===== config.mk =====
export PLATFORM = sky130hd
export DESIGN_NAME = jtgng_spi_dload_tx
export DESIGN_NICKNAME = d
export VERILOG_FILES = /design/src/rtl/jtgng_dload_pkg.sv /design/src/rtl/jtgng_spi_shifter.sv /design/src/rtl/jtgng_spi_dload_tx.sv
export SDC_FILE = /design/constraint.sdc
export NUM_CORES = 1
export LEC_CHECK = 0
export ABC_CLOCK_PERIOD_IN_PS = 2100
export BUFFER_PORTS_ARGS = -buffer_cell sky130_fd_sc_hd__buf_2
export CAP_MARGIN = 15
export CORE_ASPECT_RATIO = 1.5
export CORE_MARGIN = 3
export CORE_UTILIZATION = 25
export DETAILED_ROUTE_END_ITERATION = 8
export GPL_ROUTABILITY_DRIVEN = 0
export SLEW_MARGIN = 20
export SYNTH_ARGS = -nofsm -noshare
export SYNTH_HDL_FRONTEND = slang
export SYNTH_SLANG_ARGS = --single-unit

===== constraint.sdc =====
create_clock -name clk_sys -period 2.1 [get_ports clk_sys]
set_input_delay 0.63 -clock clk_sys [delete_from_list [all_inputs] [get_ports clk_sys]]
set_output_delay 0.63 -clock clk_sys [all_outputs]
set_load 0.01 [all_outputs]

===== src/rtl/jtgng_dload_pkg.sv =====
// ----------------------------------------------------------------------------
// jtgng_dload_pkg
// Shared definitions for the SPI download transmitter:
//   - loader command bytes (file index, file transfer begin/end, data)
//   - transaction selectors for the four-frame download sequence
//   - the download FSM state encoding
//   - helpers that map a transaction to its command and argument bytes
// No ports: package only.
// ----------------------------------------------------------------------------
package jtgng_dload_pkg;

    localparam logic [7:0] UIO_FILE_TX     = 8'h53;
    localparam logic [7:0] UIO_FILE_TX_DAT = 8'h54;
    localparam logic [7:0] UIO_FILE_INDEX  = 8'h55;
    localparam logic [7:0] TX_BEGIN        = 8'hFF;
    localparam logic [7:0] TX_END          = 8'h00;

    // Transaction order inside one download
    localparam logic [1:0] TR_INDEX = 2'd0;
    localparam logic [1:0] TR_BEGIN = 2'd1;
    localparam logic [1:0] TR_DAT   = 2'd2;
    localparam logic [1:0] TR_END   = 2'd3;

    typedef enum logic [2:0] {
        ST_IDLE  = 3'd0,
        ST_SEL   = 3'd1,
        ST_SHIFT = 3'd2,
        ST_NEXT  = 3'd3,
        ST_DESEL = 3'd4,
        ST_GAP   = 3'd5,
        ST_FIN   = 3'd6
    } dload_state_t;

    // First byte of every SS2 frame
    function automatic logic [7:0] cmd_byte(input logic [1:0] trans);
        logic [7:0] b;
        case (trans)
            TR_INDEX: b = UIO_FILE_INDEX;
            TR_BEGIN: b = UIO_FILE_TX;
            TR_DAT:   b = UIO_FILE_TX_DAT;
            TR_END:   b = UIO_FILE_TX;
            default:  b = UIO_FILE_TX;
        endcase
        return b;
    endfunction

    // Second byte of the fixed-length frames; the data frame takes payload instead
    function automatic logic [7:0] arg_byte(input logic [1:0] trans, input logic [7:0] idx);
        logic [7:0] b;
        case (trans)
            TR_INDEX: b = idx;
            TR_BEGIN: b = TX_BEGIN;
            TR_END:   b = TX_END;
            default:  b = TX_END;
        endcase
        return b;
    endfunction

endpackage


===== src/rtl/jtgng_spi_shifter.sv =====
// ----------------------------------------------------------------------------
// jtgng_spi_shifter
// 8-bit SPI mode-0 byte shifter, MSB first. A load while idle captures a byte
// and emits eight SCK pulses, each half-period lasting CLKDIV clk cycles.
// MOSI changes only at load and on SCK falling edges, so it is stable for the
// whole low half-period ahead of every rising edge.
// Ports:
//   clk, rst_n  : system clock, async active-low reset
//   load, data  : start shifting 'data' (ignored while busy)
//   sck, mosi   : SPI clock (idles low) and data out
//   busy        : high from load until the eighth SCK falling edge
// ----------------------------------------------------------------------------
module jtgng_spi_shifter
    import jtgng_dload_pkg::*;
#(
    parameter int unsigned CLKDIV = 4
) (
    input  logic       clk,
    input  logic       rst_n,
    input  logic       load,
    input  logic [7:0] data,
    output logic       sck,
    output logic       mosi,
    output logic       busy
);

    localparam logic [7:0] HALF_MAX = 8'(CLKDIV - 1);

    logic [7:0] sh_r;
    logic [7:0] div_r;
    logic [2:0] bit_r;
    logic       sck_r;
    logic       busy_r;

    // Half-period divider, SCK generation and MSB-first shift register
    always_ff @(posedge clk or negedge rst_n) begin
        if (!rst_n) begin
            sh_r   <= 8'h00;
            div_r  <= 8'd0;
            bit_r  <= 3'd0;
            sck_r  <= 1'b0;
            busy_r <= 1'b0;
        end else if (load && !busy_r) begin
            sh_r   <= data;
            div_r  <= 8'd0;
            bit_r  <= 3'd0;
            sck_r  <= 1'b0;
            busy_r <= 1'b1;
        end else if (busy_r) begin
            if (div_r == HALF_MAX) begin
                div_r <= 8'd0;
                if (!sck_r) begin
                    sck_r <= 1'b1;
                end else begin
                    sck_r <= 1'b0;
                    // Last bit stays on MOSI after the final fall
                    if (bit_r == 3'd7) begin
                        busy_r <= 1'b0;
                    end else begin
                        bit_r <= bit_r + 3'd1;
                        sh_r  <= {sh_r[6:0], 1'b0};
                    end
                end
            end else begin
                div_r <= div_r + 8'd1;
            end
        end else begin
            div_r <= 8'd0;
        end
    end

    assign sck  = sck_r;
    assign mosi = sh_r[7];
    assign busy = busy_r;

endmodule


===== src/rtl/jtgng_spi_dload_tx.sv =====
// ----------------------------------------------------------------------------
// jtgng_spi_dload_tx
// Streams a file download to an SPI loader as four SS2-framed transactions:
//   55 index | 53 FF | 54 payload... | 53 00
// with SS2 held high for GAP cycles between frames.
// Ports:
//   clk_sys, rst_n            : system clock, async active-low reset
//   start, index              : begin a download for file 'index' (ignored while busy)
//   din, din_valid, din_last  : payload byte stream, din_last marks the final byte
//   din_ready                 : one-cycle pulse when din is consumed
//   spi_sck, spi_ss2, spi_di  : SPI mode-0 clock, active-low select, MOSI
//   busy, done                : download in progress / one-cycle completion pulse
//   byte_cnt                  : payload bytes sent, saturating
// ----------------------------------------------------------------------------
module jtgng_spi_dload_tx
    import jtgng_dload_pkg::*;
#(
    parameter int unsigned CLKDIV = 4,
    parameter int unsigned GAP    = 8,
    parameter int unsigned AW     = 22
) (
    input  logic          clk_sys,
    input  logic          rst_n,
    input  logic          start,
    input  logic [7:0]    index,
    input  logic [7:0]    din,
    input  logic          din_valid,
    input  logic          din_last,
    output logic          din_ready,
    output logic          spi_sck,
    output logic          spi_ss2,
    output logic          spi_di,
    output logic          busy,
    output logic          done,
    output logic [AW-1:0] byte_cnt
);

    localparam logic [7:0]    HALF_MAX = 8'(CLKDIV - 1);
    localparam logic [7:0]    GAP_MAX  = 8'(GAP - 1);
    localparam logic [AW-1:0] CNT_MAX  = {AW{1'b1}};
    localparam logic [AW-1:0] CNT_ONE  = {{(AW-1){1'b0}}, 1'b1};

    dload_state_t  state_r, state_s;
    logic [7:0]    tmr_r, tmr_s;
    logic [1:0]    trans_r, trans_s;
    logic          first_r, first_s;    // next byte of the frame is its command
    logic          last_r, last_s;      // the payload byte just loaded was the last
    logic [7:0]    index_r, index_s;
    logic          ss2_r, ss2_s;
    logic          busy_r, busy_s;
    logic          done_r, done_s;
    logic          ready_r, ready_s;
    logic [AW-1:0] cnt_r, cnt_s;
    logic          sh_load_s;
    logic [7:0]    sh_data_s;
    logic          sh_busy_s;

    jtgng_spi_shifter #(
        .CLKDIV (CLKDIV)
    ) u_shifter (
        .clk   (clk_sys),
        .rst_n (rst_n),
        .load  (sh_load_s),
        .data  (sh_data_s),
        .sck   (spi_sck),
        .mosi  (spi_di),
        .busy  (sh_busy_s)
    );

    // State and output registers
    always_ff @(posedge clk_sys or negedge rst_n) begin
        if (!rst_n) begin
            state_r <= ST_IDLE;
            tmr_r   <= 8'd0;
            trans_r <= TR_INDEX;
            first_r <= 1'b1;
            last_r  <= 1'b0;
            index_r <= 8'h00;
            ss2_r   <= 1'b1;
            busy_r  <= 1'b0;
            done_r  <= 1'b0;
            ready_r <= 1'b0;
            cnt_r   <= {AW{1'b0}};
        end else begin
            state_r <= state_s;
            tmr_r   <= tmr_s;
            trans_r <= trans_s;
            first_r <= first_s;
            last_r  <= last_s;
            index_r <= index_s;
            ss2_r   <= ss2_s;
            busy_r  <= busy_s;
            done_r  <= done_s;
            ready_r <= ready_s;
            cnt_r   <= cnt_s;
        end
    end

    // Next-state logic: frame sequencing, payload handshake and SS2 timing
    always_comb begin
        state_s   = state_r;
        tmr_s     = tmr_r;
        trans_s   = trans_r;
        first_s   = first_r;
        last_s    = last_r;
        index_s   = index_r;
        ss2_s     = ss2_r;
        busy_s    = busy_r;
        done_s    = 1'b0;
        ready_s   = 1'b0;
        cnt_s     = cnt_r;
        sh_load_s = 1'b0;
        sh_data_s = 8'h00;
        case (state_r)
            ST_IDLE: begin
                // busy covers the done pulse, so a start coinciding with done is dropped
                if (done_r) begin
                    busy_s = 1'b0;
                end else begin
                    busy_s = busy_r;
                end
                if (start && !busy_r) begin
                    busy_s  = 1'b1;
                    index_s = index;
                    cnt_s   = {AW{1'b0}};
                    trans_s = TR_INDEX;
                    first_s = 1'b1;
                    last_s  = 1'b0;
                    tmr_s   = 8'd0;
                    ss2_s   = 1'b0;
                    state_s = ST_SEL;
                end else begin
                    state_s = ST_IDLE;
                end
            end
            ST_SEL: begin
                // SS2 setup: one half-period before the command byte is loaded
                if (tmr_r == HALF_MAX && !sh_busy_s) begin
                    tmr_s     = 8'd0;
                    sh_load_s = 1'b1;
                    sh_data_s = cmd_byte(trans_r);
                    first_s   = 1'b1;
                    state_s   = ST_SHIFT;
                end else begin
                    tmr_s = tmr_r + 8'd1;
                end
            end
            ST_SHIFT: begin
                if (!sh_busy_s) begin
                    state_s = ST_NEXT;
                end else begin
                    state_s = ST_SHIFT;
                end
            end
            ST_NEXT: begin
                if (trans_r == TR_DAT && (first_r || !last_r)) begin
                    // Registered din_ready: the byte is captured in the cycle the pulse is high
                    if (ready_r) begin
                        sh_load_s = 1'b1;
                        sh_data_s = din;
                        last_s    = din_last;
                        first_s   = 1'b0;
                        state_s   = ST_SHIFT;
                    end else if (din_valid) begin
                        ready_s = 1'b1;
                        if (cnt_r != CNT_MAX) begin
                            cnt_s = cnt_r + CNT_ONE;
                        end else begin
                            cnt_s = cnt_r;
                        end
                    end else begin
                        state_s = ST_NEXT;
                    end
                end else if (first_r) begin
                    sh_load_s = 1'b1;
                    sh_data_s = arg_byte(trans_r, index_r);
                    first_s   = 1'b0;
                    state_s   = ST_SHIFT;
                end else begin
                    tmr_s   = 8'd0;
                    state_s = ST_DESEL;
                end
            end
            ST_DESEL: begin
                if (tmr_r == HALF_MAX) begin
                    tmr_s   = 8'd0;
                    ss2_s   = 1'b1;
                    state_s = ST_GAP;
                end else begin
                    tmr_s = tmr_r + 8'd1;
                end
            end
            ST_GAP: begin
                if (tmr_r == GAP_MAX) begin
                    tmr_s = 8'd0;
                    if (trans_r == TR_END) begin
                        state_s = ST_FIN;
                    end else begin
                        trans_s = trans_r + 2'd1;
                        first_s = 1'b1;
                        ss2_s   = 1'b0;
                        state_s = ST_SEL;
                    end
                end else begin
                    tmr_s = tmr_r + 8'd1;
                end
            end
            ST_FIN: begin
                done_s  = 1'b1;
                state_s = ST_IDLE;
            end
            default: begin
                state_s = ST_IDLE;
                ss2_s   = 1'b1;
                busy_s  = 1'b0;
            end
        endcase
    end

    assign spi_ss2   = ss2_r;
    assign busy      = busy_r;
    assign done      = done_r;
    assign din_ready = ready_r;
    assign byte_cnt  = cnt_r;

endmodule


== Yosys cells after proc, flatten, opt, wreduce, memory -nomap -nowiden ==
Index checks and enable logic that the tools add are counted.
Word-level totals
  word-level logic and storage cells: 169
  output and inout port bits: 28
  input bits: 21
  flip-flop bits (word level): 70
Operators by class
  $add $sub $neg: 5
  eq/ne operators: 30
  reductions and logical operators: 31
  multiplexer cells: 85
  bitwise gates (word level): 2
Operators with widths (count)
  2-to-1 mux 8 bit: 18
  2-to-1 mux 22 bit: 5
  case mux 22 bit (2 select lines): 1
  case mux 8 bit (5 select lines): 1
  2-to-1 mux 3 bit: 13
  2-to-1 mux 1 bit: 34
  case mux 8 bit (2 select lines): 2
  != test 2 bit (second input constant): 12
  case mux 8 bit (3 select lines): 1
  adder 22 x 1 -> 22 bit (second input constant): 1
  != test 22 bit (second input constant): 1
  AND reduction 4 bit: 5
  case mux 3 bit (6 select lines): 1
  adder 8 x 1 -> 8 bit (second input constant): 2
  == test 8 x 2 -> 1 bit (second input constant): 2
  == test 3 bit (second input constant): 4
  AND reduction 6 bit: 2
  nonzero test 2 bit: 5
  == test 8 x 3 -> 1 bit (second input constant): 1
  case mux 1 bit (4 select lines): 2
  == test 3 x 2 -> 1 bit (second input constant): 2
  2-to-1 mux 2 bit: 3
  != test 3 bit (second input constant): 2
  case mux 1 bit (2 select lines): 3
  other kinds (21): 30

== Depth between registers and ports, before layout ==
  word-level depth: 8
  gate-level depth with buffers: 9
  gate-level depth less buffers: 7

== Modules after synthesis ==
Synthesis repeated with hierarchy kept, for this count alone.
Unflattened totals
  cells, all modules: 424
  area total of the unflattened synthesis: 4071.4 um^2
By module, submodules not included
  jtgng_spi_dload_tx: area an instance 3016.6 um^2, seq. area each 1228.7 um^2, cells each 333, instances 1
  jtgng_spi_shifter: area an instance 1054.8 um^2, seq. area each 525.5 um^2, cells each 91, instances 1

== Worst setup path after synthesis ==
Ideal clock, no wire load.
  path kind: flip-flop to flip-flop
  from: reg trans_r[0]
  to: reg cnt_r[3] (netlist: byte_cnt[3])
  setup slack: 135 ps
  setup time: 135 ps
  clock period less this slack: 1965 ps
  required time: 1965 ps
  cell stages (with the launch flop): 10
  arrival time: 1830 ps
  path buffers: 2
  cells stage by stage: dfrtp_1 inv_1 ha_1 nand2b_1 nor4b_4 a21bo_1 buf_2 nand2_4 buf_6 a31oi_1
On the way
  longest elaborated chain between the ends: 4
RTL lines
  start, declared: RTL line jtgng_spi_dload_tx.sv:45  | logic [1:0] trans_r, trans_s;
  start signal, assigned: RTL line jtgng_spi_dload_tx.sv:87  | trans_r <= trans_s;
  == test 2 bit: RTL line jtgng_spi_dload_tx.sv:156  | if (trans_r == TR_DAT && (first_r || !last_r)) begin
  logical AND 1 bit: RTL line jtgng_spi_dload_tx.sv:156
  != test 2 bit (no line)
  AND reduction 6 bit (no line)
  end signal, assigned: RTL line jtgng_spi_dload_tx.sv:83  | cnt_r <= {AW{1'b0}};
  end signal, assigned: RTL line jtgng_spi_dload_tx.sv:95  | cnt_r <= cnt_s;
  end, declared: RTL line jtgng_spi_dload_tx.sv:53  | logic [AW-1:0] cnt_r, cnt_s;
Every way passes these cells.
A chain may end at the register's enable or synchronous reset.

== Final worst setup path ==
  from: reg tmr_r[4]
  to: reg tmr_r[5]
On the way
  longest elaborated chain between the ends: 4
  elaborated cells on any way between the ends: 8
  classes of those cells: 1 x add/sub; 2 x eq/ne; 4 x mux; 1 x reduce/logical
RTL lines
  start, declared: RTL line jtgng_spi_dload_tx.sv:44  | logic [7:0] tmr_r, tmr_s;
  start signal, assigned: RTL line jtgng_spi_dload_tx.sv:86  | tmr_r <= tmr_s;
  parallel branches: the longest is 3 deep, another holds adder 8 x 1 -> 8 bit
  case mux 8 bit (5 select lines) (*): RTL line jtgng_spi_dload_tx.sv:114  | case (state_r)
Every way passes the cells marked *.

==> impl_metrics.json <==
{
  "status": "complete, no violations",
  "ant_nets": 0,
  "core_um2": 15300,
  "io_buffers": 48,
  "synth_nets": 442,
  "cts_buffers": 9,
  "maxSlewViolCount": 0,
  "drv_cap": 0,
  "ys_ff_latch": 70,
  "n_antenna_cell": 0,
  "critPathRequiredTime_ns": 2.32,
  "hold_viol": 0,
  "tritoncts_num_sinks": 70,
  "powerDensity_nw_per_um2": 633,
  "dp.cells": 676,
  "worstPathMaxFanout": 8,
  "grt_pass1_vias": 3381,
  "max_stage_delay_ns": 0.59,
  "drive_gt1_frac": 0.282,
  "vias": 3439,
  "ys_seq_area_frac": 0.439,
  "setup_tns_ns": 0,
  "drc": 0,
  "synth.top_cell.area_share": 0.426,
  "start_util": 0.260,
  "avgRoutedWirePerCell_um": 14.7,
  "syn_inst": 410,
  "seq_area_um2": 1760,
  "dpl_worst_slack_ns": 0.0729,
  "clockPowerShare": 0.551,
  "async_reset_ff_frac": 1.00,
  "p_sw_frac": 0.206,
  "r2r_slack_ns": 0.09,
  "pwr-share-comb": 0.025,
  "finClkSkew_ns": 0.00792,
  "crit_type": "reg2reg",
  "cts.path.max_buffers": 2,
  "cp.arrival_ns": 2.23,
  "dr.pass1.iters": 5,
  "crit_path_end_kind": "flip-flop",
  "die_y_um": 161,
  "postRouteWirelength_mm": 10.2,
  "finalCritPeriodShare": 0.959,
  "ir_drop_mv": 0.343,
  "syn_to_final_growth_pct": 27.1,
  "hpwl_mm": 7.52,
  "final_util": 0.331,
  "synth_cell_type_count": 70,
  "io_pins": 49,
  "via_per_inst": 4.97,
  "n_fill_cell": 1557,
  "yosys.area.top_type": "dfrtp_1",
  "hold_ws_ns": 0.193,
  "cts_tree": "yes",
  "cp_slowest_cell": "or4_4",
  "htree_levels": 3,
  "p_int_mw": 2.55,
  "avgSynthCellArea_um2": 9.73,
  "drtIter0Drc": 195,
  "design_area_um2": 5070,
  "clkSlewWorstSetupHoldPaths_ns": 0.06,
  "slew_headroom": 0.707,
  "power_switching_mw": 0.660,
  "ys_warn_count": 0,
  "fin_ws_ns": 0.0864,
  "postCtsSetupRepairBufs": 0,
  "p_total_mw": 3.21,
  "period_minus_slack_ns": 2.01,
  "clk_latency_ns": 0.34,
  "grt_max_degree": 59,
  "gr-usage-all-layers": 0.121,
  "die_width_um": 109,
  "seqPwrFrac": 0.424,
  "synthTopCellsByArea": "dfrtp_1 (43%), a21oi_1 (4.4%), mux2i_1 (4.3%)",
  "syn_area_um2": 3990,
  "ctsRootBufferMaster": "clkbuf_16",
  "min_path_type": "in2async",
  "placed_area_um2": 4690,
  "setup_viol": 0,
  "grt_pass1_wl_mm": 17.0,
  "nNetsFinal": 520,
  "antenna_found_initial": 0,
  "ys.flop_type": "dfrtp_1",
  "startpoint_type": "flip-flop",
  "multi_input_area_um2": 2120,
  "dieArea_um2": 17500,
  "grt.overflow.total": 0,
  "leakage_nw": 2.25,
  "synth_enable_flop_cells": 0,
  "worstMarginPinSlew_ns": 0.436,
  "cp_cell_sequence": "or4_4, o41ai_4, or3_4, nor3_1, a211o_1",
  "final_cells": 692,
  "max_clock_freq_ghz": 0.497,
  "placementRows": 55
}
## synth_stat cells, types with 8 or more instances
cell and instances:
o21ai_0 18, mux2i_1 17, nand3_1 16, inv_1 11, a31oi_1 22, nor2_1 36, mux2_2 8, a21oi_1 35
clkbuf_1 8, ha_1 11, dfrtp_1 68, nand2_1 37
## kinds of logic after synthesis
group                      after synthesis  synth area share
and+or+nand+nor                        146             0.203
adders and majority gates               11            0.0345
buffers and inverters                   32            0.0395
AOI/OAI and AO/OA                      116             0.197
DFF                                     70             0.439
xor gates and xnor gates                10            0.0219
muxes                                   25            0.0652
## worst max-delay path: cells and delay by family (launching register included)
family / cells / cell delay [ns]
AOI/OAI and AO/OA: 2 / 0.61
DFF: 1 / 0.41
and+or+nand+nor: 3 / 0.88
## cells in the final DEF (no fill, tap or decap), types with 5 or more instances in the layout
cell type and n:
xor2_1 5, mux2_2 8, a21oi_1 34, nor2_1 36, nand4_1 6, dfrtp_1 67, nand2_1 37, ha_1 10
buf_2 48, o21ai_0 18, a31oi_1 22, inv_1 11, clkbuf_16 9, nand3_1 16, nand2b_1 6, a41oi_1 5
buf_4 36, mux2i_1 17, xnor2_1 5, nor3_1 6, and3_1 6
## path summary, 6_finish.rpt
kind                                              start                       endpoint  cells past startpoint
min in group clk_sys       u_shifter.div_r[0]$_DFF_PN0_   u_shifter.div_r[0]$_DFF_PN0_                      1
max reg2reg                        tmr_r[4]$_DFFE_PN0P_           tmr_r[5]$_DFFE_PN0P_                      5
max                                tmr_r[4]$_DFFE_PN0P_           tmr_r[5]$_DFFE_PN0P_                      5
min reg2reg                u_shifter.div_r[0]$_DFF_PN0_   u_shifter.div_r[0]$_DFF_PN0_                      1
max in group asynchronous                         rst_n            spi_ss2$_DFFE_PN1P_                      2
min                                               rst_n  u_shifter.sh_r[7]$_DFFE_PN0P_                      1
## timing repair
| action | in CTS | in global routing |
|---|---|---|
| hold buffers | 0 | 0 |
| endpoints found under the setup margin | 0 | 19 |
| gates resized for setup | 0 | 9 |
## power by group through the flow
stage          clock [mW]  combinational, mW  sequential, mW
2_1_floorplan           0             0.0121            1.39
3_3_place_gp            0             0.0810            1.39
3_5_place_dp            0             0.0830            1.39
4_1_cts              1.82             0.0834            1.36
5_1_grt              1.89             0.0904            1.36
6_report             1.77             0.0791            1.36
## metal layers
metal  global-route usage  wire (um)
met2                0.208       5460
met3               0.0290        441
met4               0.0465        198
met1                0.142       4050
met5                    0          0
## sequential cells by signal (all words and copies together) (netlist names)
name,count
state_r,3
u_shifter.bit_r,3
trans_r,2
busy,1
din_ready,1
tmr_r,8
u_shifter.sck,1
last_r,1
byte_cnt,22
u_shifter.div_r,8
u_shifter.busy,1
index_r,8
done,1
spi_ss2,1
first_r,1
u_shifter.sh_r,8
## cell type report
type                            instances  area share
Multi-Input combinational cell        308       0.417
Timing Repair Buffer                   87       0.111
Clock inverter                          7      0.0239
Clock buffer                            9      0.0444
Sequential cell                        70       0.346
Tap cell                              199      0.0491
Inverter                               12     0.00888
(Power assumes the default switching activity.)
